==> src/rtl/hyperbus_burst_ctrl.sv <==
// rtl/hyperbus_burst_ctrl.sv - HyperBus burst controller between a valid/ready client and a half-rate DDR PHY
module hyperbus_burst_ctrl #(
  parameter int WIDTH      = 8,
  parameter int TACC_COUNT = 7,
  parameter int MAX_BURST  = 16,
  parameter int TIMEOUT    = 63,
  parameter int LW         = $clog2(MAX_BURST + 1)
) (
  input  logic               clk,
  input  logic               rstn,
  input  logic               cmd_valid,
  output logic               cmd_ready,
  input  logic               cmd_write,
  input  logic               cmd_reg_space,
  input  logic               cmd_linear,
  input  logic [31:0]        cmd_adr,
  input  logic [LW-1:0]      cmd_len,
  input  logic               wr_valid,
  output logic               wr_ready,
  input  logic [2*WIDTH-1:0] wr_data,
  input  logic [1:0]         wr_mask,
  output logic               rd_valid,
  output logic               rd_last,
  output logic [2*WIDTH-1:0] rd_data,
  output logic               done,
  output logic               busy,
  output logic               error_o,
  input  logic               err_clr,
  output logic               hbus_rstn,
  output logic               phy_csn,
  output logic               phy_clk_oe,
  output logic [2*WIDTH-1:0] phy_dq_o,
  output logic               phy_dq_oe,
  output logic [1:0]         phy_rwds_o,
  output logic               phy_rwds_oe,
  input  logic [2*WIDTH-1:0] phy_dq_i,
  input  logic               phy_dq_valid,
  input  logic [1:0]         phy_rwds_i
);

  localparam int LATW = $clog2(2 * TACC_COUNT + 1);
  localparam int TOW  = $clog2(TIMEOUT + 1);
  localparam logic [LW-1:0]   MAX_LEN = LW'(MAX_BURST);
  localparam logic [LATW-1:0] LAT1    = LATW'(TACC_COUNT - 4);
  localparam logic [LATW-1:0] LAT2    = LATW'(2 * TACC_COUNT - 4);
  localparam logic [TOW-1:0]  TO_INIT = TOW'(TIMEOUT - 1);

  typedef enum logic [7:0] {
    S_IDLE  = 8'b0000_0001,
    S_START = 8'b0000_0010,
    S_CA    = 8'b0000_0100,
    S_LAT   = 8'b0000_1000,
    S_WRITE = 8'b0001_0000,
    S_READ  = 8'b0010_0000,
    S_HOLD  = 8'b0100_0000,
    S_ERROR = 8'b1000_0000
  } state_t;

  state_t          state, state_d;
  logic [47:0]     ca;
  logic            is_write, is_reg, lat2;
  logic [LW-1:0]   cnt;
  logic [1:0]      ca_cnt;
  logic [LATW-1:0] lat_cnt;
  logic [TOW-1:0]  to_cnt;
  logic            write_acc;

  assign cmd_ready = (state == S_IDLE);
  assign wr_ready  = (state == S_WRITE);
  assign busy      = (state != S_IDLE);
  assign error_o   = (state == S_ERROR);
  assign hbus_rstn = rstn;
  assign write_acc = (state == S_WRITE) && wr_valid;

  always_comb begin
    state_d = state;
    case (state)
      S_IDLE:  if (cmd_valid) state_d = (cmd_len == '0 || cmd_len > MAX_LEN) ? S_ERROR : S_START;
      S_START: state_d = S_CA;
      S_CA:    if (ca_cnt == 2'd2) state_d = (is_write && is_reg) ? S_WRITE : S_LAT;
      S_LAT:   if (lat_cnt == '0) state_d = is_write ? S_WRITE : S_READ;
      S_WRITE: begin
        if (!wr_valid) state_d = S_ERROR;
        else if (cnt == LW'(1)) state_d = S_HOLD;
      end
      // data on the expiry edge wins over the timeout
      S_READ: begin
        if (phy_dq_valid) begin
          if (cnt == LW'(1)) state_d = S_HOLD;
        end else if (to_cnt == '0) begin
          state_d = S_ERROR;
        end
      end
      S_HOLD:  state_d = S_IDLE;
      S_ERROR: if (err_clr) state_d = S_IDLE;
      default: state_d = S_IDLE;
    endcase
  end

  always_ff @(posedge clk) begin
    if (!rstn) begin
      state       <= S_IDLE;
      ca          <= '0;
      is_write    <= 1'b0;
      is_reg      <= 1'b0;
      lat2        <= 1'b0;
      cnt         <= '0;
      ca_cnt      <= '0;
      lat_cnt     <= '0;
      to_cnt      <= '0;
      phy_csn     <= 1'b1;
      phy_clk_oe  <= 1'b0;
      phy_dq_oe   <= 1'b0;
      phy_rwds_oe <= 1'b0;
      phy_dq_o    <= '0;
      phy_rwds_o  <= '0;
      done        <= 1'b0;
      rd_valid    <= 1'b0;
      rd_last     <= 1'b0;
      rd_data     <= '0;
    end else begin
      state    <= state_d;
      done     <= (state_d == S_HOLD);
      rd_valid <= 1'b0;
      rd_last  <= 1'b0;
      case (state)
        S_IDLE: if (cmd_valid) begin
          is_write <= cmd_write;
          is_reg   <= cmd_reg_space;
          ca       <= {~cmd_write, cmd_reg_space, cmd_linear, cmd_adr[31:3], 13'd0, cmd_adr[2:0]};
          cnt      <= (cmd_write && cmd_reg_space) ? LW'(1) : cmd_len;
          ca_cnt   <= '0;
        end
        S_CA: begin
          ca_cnt <= ca_cnt + 2'd1;
          if (ca_cnt == 2'd0) lat2 <= |phy_rwds_i;
          // CA already occupied 3 of the latency cycles
          if (ca_cnt == 2'd2) lat_cnt <= lat2 ? LAT2 : LAT1;
        end
        S_LAT: begin
          lat_cnt <= lat_cnt - LATW'(1);
          to_cnt  <= TO_INIT;
        end
        S_WRITE: if (wr_valid) cnt <= cnt - LW'(1);
        S_READ: begin
          if (phy_dq_valid) begin
            cnt      <= cnt - LW'(1);
            to_cnt   <= TO_INIT;
            rd_valid <= 1'b1;
            rd_last  <= (cnt == LW'(1));
            rd_data  <= phy_dq_i;
          end else begin
            to_cnt <= to_cnt - TOW'(1);
          end
        end
        default: ;
      endcase

      phy_csn     <= !(state_d inside {S_START, S_CA, S_LAT, S_WRITE, S_READ, S_HOLD});
      phy_clk_oe  <= (state_d inside {S_CA, S_LAT, S_WRITE, S_READ});
      // the final write word is driven during HOLD
      phy_dq_oe   <= (state_d inside {S_START, S_CA, S_WRITE}) || write_acc;
      phy_rwds_oe <= ((state_d == S_WRITE) || write_acc) && !is_reg;
      if (state == S_START) begin
        phy_dq_o <= ca[47:32];
      end else if (state == S_CA && ca_cnt == 2'd0) begin
        phy_dq_o <= ca[31:16];
      end else if (state == S_CA && ca_cnt == 2'd1) begin
        phy_dq_o <= ca[15:0];
      end else if (write_acc) begin
        phy_dq_o   <= wr_data;
        phy_rwds_o <= wr_mask;
      end
    end
  end

endmodule

==> config.mk <==
export PLATFORM = sky130hd
export DESIGN_NAME = hyperbus_burst_ctrl
export DESIGN_NICKNAME = d
export VERILOG_FILES = /design/src/rtl/hyperbus_burst_ctrl.sv
export SDC_FILE = /design/constraint.sdc
export NUM_CORES = 1
export LEC_CHECK = 0
export BUFFER_PORTS_ARGS = -buffer_cell sky130_fd_sc_hd__buf_2
export CORE_MARGIN = 5
export CORE_UTILIZATION = 50
export DETAILED_ROUTE_END_ITERATION = 10
export PLACE_DENSITY = 0.87
export SLEW_MARGIN = 20
export SYNTH_ARGS = -nofsm -noshare
export SYNTH_HDL_FRONTEND = slang
export SYNTH_SLANG_ARGS = --single-unit
==> constraint.sdc <==
create_clock -name clk -period 2.5 [get_ports clk]
set_input_delay 0 -clock clk [delete_from_list [all_inputs] [get_ports clk]]
set_output_delay 0 -clock clk [all_outputs]
set_load 0.005 [all_outputs]
==> impl_metrics.csv, run 1 <==
group,metric,value,unit
critical_path,critPathKind,"reg2reg",
clocking,post_cts_buffers,0,
floorplanning,fp.dieArea,11400,um2
clocking,cts_tree,"done",
critical_path,worstSetupEndpointType,"register",
critical_path,crit_chain,"or4_4 -> or4_4 -> nand3_4 -> o21ai_0 -> a21oi_1",
sta,rsz0062_at_grt,"false",
sta,fin_crit_sh,92.8,%
synthesis,yosys.area_share.adder,2.15,%
synthesis,synth_mux_area_share,0.644,%
sta,hold_ws,0.00383,ns
synthesis,synth_seq_cells,103,
critical_path,required,2.79,ns
sta,finalMaxSlewViolations,0,
min_path,hold_class,"in2reg",
sta,skew,0.0136,ns
floorplanning,core,9150,um2
critical_path,crit_start,"state[3]$_SDFF_PN0_",
cells_and_area,fin_nets,850,
clocking,cts_root_buf,"clkbuf_8",
floorplanning,rows,35,
synthesis,synth_top_family_by_area,"simple AND/OR/NAND/NOR gates",
synthesis,synth_fp_nets,672,
synthesis,synthSimpleGateAreaFrac,24.1,%
critical_path,crit_top_cell,"or4_4",
critical_path,rrSetupSlack,0.18,ns
sta,tns,0,ns
global_route,grt_usage,25.5,%
floorplanning,die_x,107,um
power,powerDensity,550,nW/um2
critical_path,worstPathArrival,2.61,ns
critical_path,crit_path_end,"phy_dq_o[12]$_SDFFE_PN0P_",
synthesis,ys_seq_area_share,44.2,%
cells_and_area,final_common_cell,"buf_2",
placement,dpl_cell_area,5340,um2
sta,setup_viol,0,
clocking,cts.hold.buffers_added,67,
sta,timing.final.crit_period,2.32,ns
critical_path,path_buf_inv,0,
critical_path,reg2reg_depth,5,
min_path,holdCritStartpoint,"cmd_len[4]",
global_route,grt_pass1_vias,4886,
clocking,cts_sinks,103,
cells_and_area,area_growth,33.1,%
cells_and_area,drive_above_1_share,21.8,%
synthesis,synth_area,4670,um2
sta,finalHoldViolCount,0,
power,total_power,3.41,mW
global_route,antenna_found_initial,0,
critical_path,critPathSlowestCell,"or4_4",
clocking,htreeDepth,3,
synthesis,synth_compound_area_share,22.3,%
critical_path,cp_max_fo,20,
synthesis,synth-edff-count,0,
global_route,gr-total-overflow,0,
detailed_routing,dr.first_iter.drc_count,459,
power,leakagePower,2.61,nW
cells_and_area,final_cell_mix,"127 x buf_2, 124 x nand2_1, 103 x dfxtp_1",
floorplanning,ios,128,
critical_path,worstReg2RegStart,"state[3]$_SDFF_PN0_",
critical_path,reg2reg_to,"phy_dq_o[12]$_SDFFE_PN0P_",
critical_path,slowest_delay,0.64,ns
critical_path,cp-start-kind,"register",
detailed_routing,via_count,5113,
floorplanning,start_util,51.0,%
synthesis,synth-xor-area-share,0.751,%
synthesis,syn_avg_cell_area,8.02,um2
placement,dp_hpwl,9.76,mm
detailed_routing,wirelength,14.7,mm
global_route,grt_max_degree,47,
job,cap_violations,0,
status,status,"finished clean",
detailed_routing,via_per_inst,5.84,
synthesis,synth_cells,582,
sta,fmax,0.431,GHz
sta,tightest_slew,0.812,ns
critical_path,crit_cells,5,
cells_and_area,n_antenna_cell,0,
placement,portBuffers,127,
clocking,insertion_delay,0.38,ns
detailed_routing,wl_per_cell,16.7,um
floorplanning,dieHeight,107,um
synthesis,async_flop_share,0,%
detailed_routing,antenna_left,0,
power,peakVddDrop,0.000330,V
placement,place.gp.congestion,0.980,
clocking,cts.reportedPaths.clkPinSlew,0.10,ns
clocking,ctsLongestPathBuffers,2,
detailed_routing,dr.pass1.iters,6,
detailed_routing,drc_errors,0,
sta,slew_headroom,45.8,%
clocking,numCtsBuffers,9,
cells_and_area,postLayoutCellArea,6210,um2
synthesis,ys_warn_count,0,
clocking,post_cts_resized,0,
global_route,grt_pass1_wl,23.5,mm
synthesis,synth_cell_type_count,57,
critical_path,cp_top_family,"simple AND/OR/NAND/NOR gates",
synthesis,synth_ff_type,"dfxtp_1",
## cell families after synthesis
logic type | Yosys count
AOI/OAI and AO/OA | 172
and+or+nand+nor | 234
xor gates and xnor gates | 4
DFF | 103
adders and majority gates | 8
muxes | 3
buffers and inverters | 58
## sequential cells by signal (all words and copies together) (netlist names), 2 cells and up
register,flops
state,8
cnt,5
ca,35
ca_cnt,2
rd_data,16
phy_rwds_o,2
to_cnt,6
lat_cnt,4
phy_dq_o,16
## cell type report
type	instances	area, um2
fillers	659	2940
multi-input cells	421	2330
flip-flops and latches	103	2060
repair buffers	208	1410
well taps	111	139
clock buffers	10	128
clock inverters	6	76.3
inverters	17	63.8
## synth_stat cells, types with 2 or more instances
cell | n | area share, %
nand2_1 | 124 | 10
dfxtp_1 | 103 | 44
a21oi_1 | 81 | 8.7
nor2_1 | 39 | 3.1
o21ai_0 | 28 | 3.0
clkbuf_1 | 23 | 1.9
inv_1 | 16 | 1.3
buf_2 | 12 | 1.3
nand3_1 | 12 | 1.3
o211ai_1 | 12 | 1.9
a22oi_1 | 11 | 1.8
and3_1 | 8 | 1.1
ha_1 | 8 | 2.1
nor3_1 | 8 | 0.86
and2_1 | 6 | 0.80
o22ai_1 | 6 | 0.80
a31oi_1 | 5 | 0.67
nand2b_1 | 5 | 0.67
or3_1 | 5 | 0.67
a311oi_1 | 4 | 0.75
a41oi_1 | 4 | 0.75
nor4_1 | 4 | 0.54
a221o_1 | 3 | 0.64
buf_6 | 3 | 0.72
mux2i_1 | 3 | 0.64
nor2b_1 | 3 | 0.40
nor3b_1 | 3 | 0.48
nor4b_1 | 3 | 0.56
o221ai_1 | 3 | 0.56
a211oi_1 | 2 | 0.32
a221oi_1 | 2 | 0.38
a2bb2oi_1 | 2 | 0.38
a32oi_1 | 2 | 0.38
buf_4 | 2 | 0.32
nor4_4 | 2 | 0.91
or4_4 | 2 | 0.48
xnor2_1 | 2 | 0.38
xor2_1 | 2 | 0.38
## through the flow
step                utilization, %  worst slack (ns)  cells
floorplan                        -             0.491    582
global placement              58.3             0.407    793
detailed placement            58.3             0.308    793
CTS                           67.8             0.222    876
global route                  67.8             0.116    876
finish                        67.8             0.179    876
## power by group
| group | switching (mW) | total [mW] | internal [mW] | leakage, nW |
|---|---|---|---|---|
| sequential | 0.0679 | 1.79 | 1.72 | 0.837 |
| combinational | 0.290 | 0.537 | 0.247 | 1.67 |
| clock | 0.607 | 1.09 | 0.482 | 0.103 |
| total | 0.966 | 3.41 | 2.45 | 2.61 |
## routing by layer
metal  GRT usage [%]  vias to the layer above  wire length, um
met5               0                        -                0
met1            31.3                     2348             5730
met3            5.66                       61             1280
li1                -                     2396                -
met4            13.8                        0              638
met2            41.8                      308             7010
## worst min path at each step
stage	depth (start not counted)	slack, ns	to
6_report	3	0.004	state[1]$_SDFF_PN0_
3_5_place_dp	2	0.24	ca[47]$_SDFFE_PN0P_
2_1_floorplan	1	0.08	hbus_rstn
5_1_grt	3	0.04	to_cnt[1]$_SDFFE_PN0P_
3_3_place_gp	2	0.22	ca[47]$_SDFFE_PN0P_
4_1_cts	3	0.00009	state[1]$_SDFF_PN0_
## worst min-delay path: stages
cell	delay, ns
buf_2	0.10
xor2_1	0.11
nor3_1	0.12
Power figures use the tool's default switching activity.
==> run 2, diff against run 1 <==
- ABC_AREA: unset -> 1
- PLACE_DENSITY: 0.87 -> 0.86
==> run 2 against run 1 <==
Against the previous run:
- fmax is 7.1% higher
- combinational power is 7.8% higher
- critical path depth is 2 higher
- clock skew is 0.0094 ns higher
==> impl_metrics.csv, run 2 <==
group,metric,value,unit
cells_and_area,final_cell_mix,"141 x nor2_1, 127 x buf_2, 104 x nand2_1",
clocking,cts.reportedPaths.clkPinSlew,0.11,ns
detailed_routing,wl_met2,6.92,mm
detailed_routing,highest_layer,"met4",
power,p_switching,1.00,mW
synthesis,synth_area_leaders,"dfxtp_1 42%, nor2_1 11%, o21ai_0 8.8%, nand2_1 8.0%, a21oi_1 5.3%",
sta,setup_ws,0.334,ns
power,power.share.sequential,53.1,%
cells_and_area,multi_input_comb_area,2340,um2
synthesis,synth_seq_cells,103,
critical_path,slowest_delay,0.60,ns
clocking,numCtsBuffers,9,
min_path,hold-path-cell-count,5,
sta,fin_crit_sh,86.7,%
critical_path,critPathSlowestCell,"dlygate4sd3_1",
floorplanning,ios,128,
min_path,holdPathEnd,"phy_dq_o[0]$_SDFFE_PN0P_",
cells_and_area,fin_util,66.3,%
cells_and_area,seq_area,2060,um2
synthesis,synth_cells,690,
clocking,insertion_delay,0.37,ns
synthesis,synth_area,4850,um2
clocking,htreeDepth,3,
synthesis,synth_mux_area_share,0,%
power,p_clk_share,29.7,%
global_route,grt_max_degree,81,
placement,dpl_cell_area,5510,um2
detailed_routing,drc_errors,0,
sta,finalHoldViolCount,0,
cells_and_area,postLayoutCellArea,6390,um2
synthesis,ys_seq_area_share,42.5,%
synthesis,yosysMostFrequentCell,"nor2_1",
synthesis,synth_cell_type_count,34,
floorplanning,rows,36,
detailed_routing,dr.first_iter.drc_count,412,
job,cap_violations,0,
detailed_routing,met1Wirelength,5.89,mm
sta,slew_headroom,48.0,%
critical_path,cp_max_fo,15,
floorplanning,start_util,50.4,%
cells_and_area,largest_register_ffs,35,
detailed_routing,antenna_left,0,
status,status,"finished clean",
cells_and_area,fin_nets,964,
clocking,cts_root_buf,"clkbuf_8",
sta,setup_viol,0,
floorplanning,core,9640,um2
floorplanning,fp.dieArea,11800,um2
critical_path,critPathKind,"reg2reg",
critical_path,worstSetupEndpointType,"register",
critical_path,worstReg2RegStart,"state[7]$_SDFF_PN0_",
critical_path,crit_top_cell,"nand2_4",
critical_path,reg2reg_to,"lat2$_SDFFE_PN0P_",
synthesis,yosysTopAreaCell,"dfxtp_1",
critical_path,required,2.72,ns
cells_and_area,top_register,"ca",
synthesis,synth_ff_type,"dfxtp_1",
synthesis,synth_top_area_share,42.5,%
detailed_routing,via_per_inst,5.22,
critical_path,cp_top_family,"simple AND/OR/NAND/NOR gates",
synthesis,synthTopCellsByCount,"141 x nor2_1, 104 x nand2_1, 103 x dfxtp_1",
cells_and_area,area_growth,31.7,%
power,powerDensity,527,nW/um2
power,combPwrFrac,17.2,%
global_route,grt_usage,25.2,%
floorplanning,die_x,109,um
synthesis,synth_compound_area_share,16.2,%
critical_path,reg2reg_depth,7,
global_route,gr-total-overflow,0,
sta,rsz0062_at_grt,"false",
detailed_routing,wl_per_cell,14.6,um
synthesis,syn_avg_cell_area,7.04,um2
power,peakVddDrop,0.000354,V
critical_path,cp-start-kind,"register",
critical_path,rrSetupSlack,0.33,ns
cells_and_area,largest_registers,"ca: 35 flops, phy_dq_o: 16 flops, rd_data: 16 flops",
critical_path,worstPathArrival,2.39,ns
sta,finalMaxSlewViolations,0,
synthesis,synthSimpleGateAreaFrac,29.5,%
power,leakagePower,3.09,nW
placement,dp_hpwl,8.93,mm
detailed_routing,dr.pass1.iters,5,
critical_path,crit_chain,"nor2_2 -> nand2_4 -> nor2_4 -> nand2_4 -> nor3_1 -> dlygate4sd3_1 -> a211oi_1",
floorplanning,dieHeight,109,um
sta,tns,0,ns
min_path,holdCritStartpoint,"wr_data[0]",
placement,portBuffers,127,
cells_and_area,drive_above_1_share,20.6,%
global_route,grt_pass1_wl,23.8,mm
synthesis,synth-xor-area-share,0.541,%
clocking,post_cts_buffers,0,
synthesis,async_flop_share,0,%
sta,skew,0.0229,ns
synthesis,synth_fp_nets,780,
critical_path,path_buf_inv,1,
synthesis,synth-edff-count,0,
clocking,ctsLongestPathBuffers,2,
sta,timing.final.crit_period,2.17,ns
synthesis,yosys.area_share.adder,2.06,%
power,swShare,29.7,%
detailed_routing,via_count,5281,
global_route,grt_pass1_vias,5203,
cells_and_area,final_common_cell,"nor2_1",
sta,tightest_slew,0.779,ns
sta,fmax,0.462,GHz
detailed_routing,wirelength,14.7,mm
clocking,cts_tree,"done",
synthesis,synth_top_family_by_area,"simple AND/OR/NAND/NOR gates",
synthesis,ys_warn_count,0,
clocking,cts_sinks,103,
placement,place_ws,0.673,ns
global_route,antenna_found_initial,1,
min_path,hold_class,"in2reg",
power,p_int,2.37,mW
placement,place.gp.congestion,0.923,
cells_and_area,nFillCells,780,
detailed_routing,wl_met3,1.18,mm
run 2: cell types whose count changed after synthesis, moves of 11 or more:
cell	delta
nor2_1	+102
o21ai_0	+57
inv_1	+51
a21oi_1	-30
nand3_1	+28
nand2_1	-20
clkbuf_1	-13
o211ai_1	-12
a22oi_1	-11
run 2: power by group through the flow:
stage | clock (mW) | sequential (mW) | combinational, mW
2_1_floorplan | 0 | 1.81 | 0.344
4_1_cts | 0.993 | 1.79 | 0.561
3_3_place_gp | 0 | 1.82 | 0.468
5_1_grt | 1.08 | 1.80 | 0.649
6_report | 1.00 | 1.79 | 0.579
3_5_place_dp | 0 | 1.83 | 0.475
run 2: how the worst max path moves through the flow:
stage                                 from                        end  cells after the start
finish                 state[7]$_SDFF_PN0_          lat2$_SDFFE_PN0P_                      7
global route           state[0]$_SDFF_PN1_          lat2$_SDFFE_PN0P_                      7
CTS                    state[7]$_SDFF_PN0_          lat2$_SDFFE_PN0P_                      7
detailed placement  ca_cnt[1]$_SDFFE_PN0P_  phy_dq_o[14]$_SDFFE_PN0P_                      7
global placement    ca_cnt[1]$_SDFFE_PN0P_   phy_dq_o[2]$_SDFFE_PN0P_                      7
floorplan           ca_cnt[1]$_SDFFE_PN0P_  phy_dq_o[12]$_SDFFE_PN0P_                      8
run 2: per-stage QoR:
stage / std cells / hold slack, ns / total power [mW]
after global routing: 1012 / 0.0143 / 3.53
final: 1012 / 0.0109 / 3.37
after detailed placement: 926 / 0.227 / 2.30
after global placement: 926 / 0.223 / 2.29
after CTS: 1011 / 0.00000400 / 3.34
after floorplan: 690 / 0.0808 / 2.16
run 2: tightest hold or removal path, delay by kind of cell:
kind / cells / cell delay, ns
compound gates: 1 / 0.05
simple gates: 3 / 0.18
buf+inv: 1 / 0.10
run 2: logic make-up after synthesis:
group	Yosys count
compound gates	150
xor+xnor	3
fa+ha+maj	8
buf+inv	101
flops	103
simple gates	325
run 2: layout make-up:
type                            count  share of cell area (%)
Antenna cell                        1                  0.0391
Clock buffer                        9                    1.94
Clock inverter                      6                   0.880
Inverter                           73                    4.28
Multi-Input combinational cell    486                    36.6
Sequential cell                   103                    32.2
Tap cell                          133                    2.60
Timing Repair Buffer              201                    21.4
run 2: layer usage:
layer	global-route usage [%]	up-vias
met4	13.3	0
met2	40.7	275
met3	7.28	75
li1	-	2586
met1	30.2	2345
met5	0	-
run 2: timing repair:
item / in CTS / in global routing
resized for setup: 0 / 0
endpoints found under the hold margin: 71 / 0
hold buffers: 70 / 0
